`config.mk`:
```
export PLATFORM = sky130hd
export DESIGN_NAME = cdb_arbiter
export DESIGN_NICKNAME = d
export VERILOG_FILES = /design/src/rtl/cdb_arbiter_pkg.sv /design/src/rtl/rr_picker.sv /design/src/rtl/cdb_arbiter.sv
export SDC_FILE = /design/constraint.sdc
export NUM_CORES = 1
export LEC_CHECK = 0
export ABC_AREA = 1
export BUFFER_PORTS_ARGS = -buffer_cell sky130_fd_sc_hd__buf_2
export CAP_MARGIN = 0
export CORE_MARGIN = 2
export CORE_UTILIZATION = 35
export CTS_BUF_LIST = sky130_fd_sc_hd__clkbuf_4 sky130_fd_sc_hd__clkbuf_8
export CTS_CLUSTER_DIAMETER = 60
export CTS_CLUSTER_SIZE = 28
export DETAILED_ROUTE_END_ITERATION = 6
export PLACE_DENSITY_LB_ADDON = 0.25
export SLEW_MARGIN = 10
export SYNTH_ARGS = -nofsm -noshare
export SYNTH_HDL_FRONTEND = slang
export SYNTH_SLANG_ARGS = --single-unit
```
`constraint.sdc`:
```
create_clock -name clk_in -period 4 [get_ports clk_in]
set_clock_uncertainty 0.2 [all_clocks]
set_input_delay 0.8 -clock clk_in [delete_from_list [all_inputs] [get_ports clk_in]]
set_output_delay 0.8 -clock clk_in [all_outputs]
set_load 0.1 [all_outputs]
```
`src/rtl/cdb_arbiter_pkg.sv`:
```
// Shared constants for the CDB arbiter and its round-robin picker.
// Holds the requester count and index names, the ROB tag / data widths
// and a helper that sizes pointer/index fields.
package cdb_arbiter_pkg;

  // Default number of CDB requesters (load/store, ALU, branch, spare).
  localparam int CDB_REQ_NUM = 4;

  // Width of a reorder-buffer tag; tag 0 is reserved for "no dependency".
  localparam int ROB_WIDTH = 5;

  // Width of a result value.
  localparam int ID_WIDTH = 32;

  // Requester slots on the bus; load/store sits at index 0 so that it
  // wins under fixed priority.
  typedef enum logic [1:0] {
    CDB_LSB   = 2'd0,
    CDB_ALU   = 2'd1,
    CDB_BRU   = 2'd2,
    CDB_SPARE = 2'd3
  } cdb_req_e;

  // Width of a binary index into n requesters (at least one bit).
  function automatic int ptr_width(input int n);
    return (n > 1) ? $clog2(n) : 1;
  endfunction

endpackage

```
`src/rtl/rr_picker.sv`:
```
// Rotate-and-priority-encode picker: starting at index 'start', returns
// the first set bit of 'valid' (wrapping) as a one-hot grant and a binary
// index. Purely combinational; also used by the reservation-station
// issue select. 'start' must be below N.
module rr_picker
  import cdb_arbiter_pkg::*;
#(
  parameter int N = CDB_REQ_NUM,
  parameter int W = ptr_width(N)
) (
  input  logic [N-1:0] valid,
  input  logic [W-1:0] start,
  output logic [N-1:0] grant,
  output logic [W-1:0] idx
);

  // Scan start, start+1, ... modulo N and take the first valid slot.
  always_comb begin
    logic done;
    int   j;
    grant = '0;
    idx   = '0;
    done  = 1'b0;
    j     = 0;
    for (int k = 0; k < N; k++) begin
      j = int'(start) + k;
      if (j >= N) j = j - N;
      if (!done && valid[j]) begin
        grant[j] = 1'b1;
        idx      = W'(j);
        done     = 1'b1;
      end
    end
  end

endmodule

```
`src/rtl/cdb_arbiter.sv`:
```
// Common data bus arbiter: picks one functional-unit result per cycle
// (round-robin by default) and broadcasts it one cycle later through a
// registered tag/value/valid stage. A flush kills the next broadcast.
// Build option: define CDB_ARB_FIXED_PRIO_EN for fixed priority
// (lowest index wins, rotating pointer removed).
module cdb_arbiter
  import cdb_arbiter_pkg::*;
#(
  parameter int NREQ = CDB_REQ_NUM
) (
  input  logic                     clk_in,
  input  logic                     rst_in,
  input  logic                     rdy_in,
  input  logic                     flush_in,
  input  logic [NREQ-1:0]          req_valid_in,
  input  logic [NREQ*ROB_WIDTH-1:0] req_tag_in,
  input  logic [NREQ*ID_WIDTH-1:0]  req_value_in,
  output logic [NREQ-1:0]          grant_out,
  output logic                     cdb_valid_out,
  output logic [ROB_WIDTH-1:0]     cdb_tag_out,
  output logic [ID_WIDTH-1:0]      cdb_value_out
);

  localparam int PW = ptr_width(NREQ);

  logic [NREQ-1:0]      tag_nz;
  logic [NREQ-1:0]      eligible;
  logic [NREQ-1:0]      pick_grant;
  logic [PW-1:0]        pick_idx;
  logic                 grant_en;
  logic                 any_grant;
  logic [PW-1:0]        ptr_reg;
  logic                 cdb_valid_reg;
  logic [ROB_WIDTH-1:0] cdb_tag_reg;
  logic [ID_WIDTH-1:0]  cdb_value_reg;

  // A request carrying tag 0 would look like "no dependency" to the
  // consumers, so such a request is never eligible.
  generate
    for (genvar gi = 0; gi < NREQ; gi++) begin : g_tag_nz
      assign tag_nz[gi] = |req_tag_in[gi*ROB_WIDTH +: ROB_WIDTH];
    end
  endgenerate

  assign eligible = req_valid_in & tag_nz;
  assign grant_en = rdy_in && !flush_in && !rst_in;

  rr_picker #(
    .N (NREQ),
    .W (PW)
  ) u_picker (
    .valid (eligible),
    .start (ptr_reg),
    .grant (pick_grant),
    .idx   (pick_idx)
  );

  assign grant_out = grant_en ? pick_grant : '0;
  assign any_grant = |grant_out;

`ifdef CDB_ARB_FIXED_PRIO_EN
  // Fixed priority: the scan always starts at requester 0.
  assign ptr_reg = '0;
`else
  // Rotate the priority pointer to just past the winner.
  always_ff @(posedge clk_in) begin
    if (rst_in) begin
      ptr_reg <= '0;
    end else if (rdy_in && !flush_in && any_grant) begin
      ptr_reg <= (pick_idx == PW'(NREQ - 1)) ? '0 : pick_idx + 1'b1;
    end
  end
`endif

  // Broadcast register: load the winner, drop valid on flush or idle,
  // freeze everything while rdy_in is low.
  always_ff @(posedge clk_in) begin
    if (rst_in) begin
      cdb_valid_reg <= 1'b0;
      cdb_tag_reg   <= '0;
      cdb_value_reg <= '0;
    end else if (rdy_in) begin
      if (flush_in) begin
        cdb_valid_reg <= 1'b0;
      end else if (any_grant) begin
        cdb_valid_reg <= 1'b1;
        cdb_tag_reg   <= req_tag_in[pick_idx*ROB_WIDTH +: ROB_WIDTH];
        cdb_value_reg <= req_value_in[pick_idx*ID_WIDTH +: ID_WIDTH];
      end else begin
        cdb_valid_reg <= 1'b0;
      end
    end
  end

  assign cdb_valid_out = cdb_valid_reg;
  assign cdb_tag_out   = cdb_tag_reg;
  assign cdb_value_out = cdb_value_reg;

  // Flag requesters that present a valid result with the reserved tag 0.
  assert property (@(posedge clk_in) disable iff (rst_in)
                   !(|(req_valid_in & ~tag_nz)))
    else $warning("cdb_arbiter: valid request with ROB tag 0, mask %b",
                  req_valid_in & ~tag_nz);

endmodule

```
==> impl_results.md <==
- Switching power total: between 2 and 3 mW
- Post-synth EDFFs: 0
- Peak supply drop: 0.493 mV
- Register bit total from synthesis: 40
- # IOs: 198
- CTS sink cnt: 40
- Slew @ Worst Pin: about 0.8 ns
- Initial antenna violation count: 2
- Synth top area share: 21.3%
- Placed insts: 1042
- Vias per cell: 4.62
- Worst skew pair latency: 0.29 ns
- TritonCTS Buffers: 5
- Global Route Usage Sum: approximately 20%
- Post-CTS setup buffers: 0
- TritonCTS clock tree: yes
- Core ar.: 0.0113 sq mm
- Predominant post-synthesis flop cell: dfxtp_1
- TNS Setup: 0 ns
- Initial DRC Count: 392
- Core Util, Final: between 40% and 50%
- Post-DR wirelength/cell: ~13 um
- Yosys cell types: 23
- Min-Delay Path Class: flip-flop to flip-flop
- Post-DRT Antenna Nets: 0
- Fin Hold WS: 0.280 ns
- Ys async rst share: 0%
- H-tree depth: 2
- Global-route wire length before repair: 21.1 mm
- Die Wd: approximately 110 um
- Tcrit/Tclk final: roughly 90%
- Final min period: 3.61 ns
- Vias in the first global route: 4363
- Final hold violations: 0
- Syn Inst Count: 733
- Remaining global-route overflow: 0
- Starting Density: 35.6%
- Nets: 1070
- Critical path arrival: 2.61 ns
- Hold Path Origin: cdb_valid_out
- Crit-path max FO: 11
- Clk pwr share: 9.0%
- Clk buf depth: 2
- Switching Fraction: 61.9%
- CTS clk-pin slew, worst paths: around 0.080 ns
- Data required, critical path: 3.00 ns
- Worst setup EP type: primary output
- Avg Synthesized Cell Area: about 5.5 sq um
- Post-Route WL: 13.2 mm
- Internal Pwr Total: 1.55 mW
- Hold path depth: 2
- Area grow syn2layout: 28.8%
- Die area: 0.0124 sq mm
- Reg2reg start: ptr_reg[0]
- RSZ-0062 raised after global routing: no
- Slew Viols, Final: 0
- Post-synth top area cell: nand2_1
- Logic gate share of total power: 77.3%
- Power Density: 786 mW/mm^2
- Top cells by count, synth: nand2_1, inv_1, nand3_1, nor2_1, nand3b_1
- Outcome: finished clean
- 1st-pass router iterations: 4
- Hold EP: cdb_valid_out
- Seq pwr share: between 10% and 20%
- R2R cell count: 14
- F_max: 277 MHz
- # resized after CTS: 0
- Critical path, cell by cell: buf_4 -> inv_2 -> ha_1 -> inv_1 -> nand3_1 -> nand2_2 -> nand2_2 -> nor2_8 -> nand3_1 -> nand2_1 -> nand2_1 -> inv_1 -> buf_2
- Top cells by area, synth: nand2_1, dfxtp_1, nand3b_1
- Crit Path Class: flip-flop to primary output
- Reg2Reg Setup Slack: 0.94 ns
- Relative slew slack: 47.4%
- Synth Warn #: 0
- Die height: 111 um
- Crit start category: flip-flop
- Cell with the largest stage delay on the worst path: buf_2
- Leak: 3.22 nW
- Share of layout cells above drive strength 1: 25.8%
- Pin count of the biggest net entering global routing: 55
- Max reg flops: 32
- Max cap viols: 0
- Worst path max stage delay: 0.41 ns
- Site row count: 39
- Final setup viols: 0
- CTS Root Cell: clkbuf_8
- Reg2reg end: cdb_tag_out[0]
- Hold_buf cts: 0
- Cell with the most instances after synthesis: nand2_1
- Detailed-placement wirelength estimate: 9.40 mm
- Gp weighted congestion: 0.821
- Post-route insts no fill: 1052
- Total Power: 4.07 mW
- Count of input and output buffers: 197
- Mapped Nets: 897
- Sequential-to-total area share from yosys stat: 19.9%
- DRC viols: 0
- Detailed-route via count: 4858
- Mapped Area: 0.00403 sq mm
[cell families after synthesis]
kind of cell | after synthesis | synth area share, %
and+or+nand+nor | 507 | 58.7
buffers and inverters | 173 | 18.2
DFF | 40 | 19.9
adders and majority gates | 8 | 2.49
AOI/OAI and AO/OA | 4 | 0.497
xor gates and xnor gates | 1 | 0.218
[stage by stage]
step | area (sq um) | setup slack [ns]
finish | 5180 | 0.385
global route | 5180 | 0.184
CTS | 5180 | 0.394
detailed placement | 5050 | 0.495
global placement | 5050 | 0.525
floorplan | 4030 | 0.701
[power by group through the flow]
stage | clock network, mW | registers [mW] | logic (mW)
floorplan | 0 | 1.33 | 1.87
global placement | 0 | 0.563 | 3.14
detailed placement | 0 | 0.568 | 3.15
CTS | 0.384 | 0.559 | 3.16
global route | 0.396 | 0.569 | 3.48
finish | 0.368 | 0.557 | 3.15
[how the worst max path moves through the flow]
stage,slack (ns),to,depth (start not counted),start
floorplan,0.70,grant_out[3],11,req_tag_in[9]
global placement,0.53,grant_out[0],13,req_tag_in[0]
detailed placement,0.50,grant_out[3],13,req_tag_in[0]
CTS,0.39,grant_out[3],13,ptr_reg[0]
global route,0.18,grant_out[3],13,ptr_reg[0]
finish,0.39,grant_out[3],13,ptr_reg[0]
[per-layer routing]
layer / wire length, um / part of all wire [%] / global-route usage (%)
met4: 223 / 1.7 / 5.51
met1: 6080 / 46 / 27.4
met3: 806 / 6.1 / 2.35
met2: 6050 / 46 / 34.3
met5: 0 / 0 / 0
[critical path, delay by kind of cell (launching register included)]
family	cells	cell delay, ns
buffers and inverters	5	0.95
adders and majority gates	1	0.37
and+or+nand+nor	7	0.71
DFF	1	0.31
[placed cells by master, fill, tap and decap left out, types with 2 or more instances in the layout]
cell type and count:
nand2_1 227, buf_2 197, inv_1 127, nand3_1 99, nor2_1 94, nand3b_1 72, dfxtp_1 40, buf_4 12
ha_1 8, clkbuf_8 7, nand3_2 6, nand2_2 5, inv_2 3, diode_2 2, o21ai_0 2
[final cells by class]
class	instances	area, sq um
well taps	143	179
multi-input cells	520	2510
diodes	2	5.00
flip-flops and latches	40	801
clock buffers	7	96.3
fillers	1302	6140
clock inverters	1	30.0
inverters	130	488
repair buffers	209	1080
(Power assumes the default switching activity.)
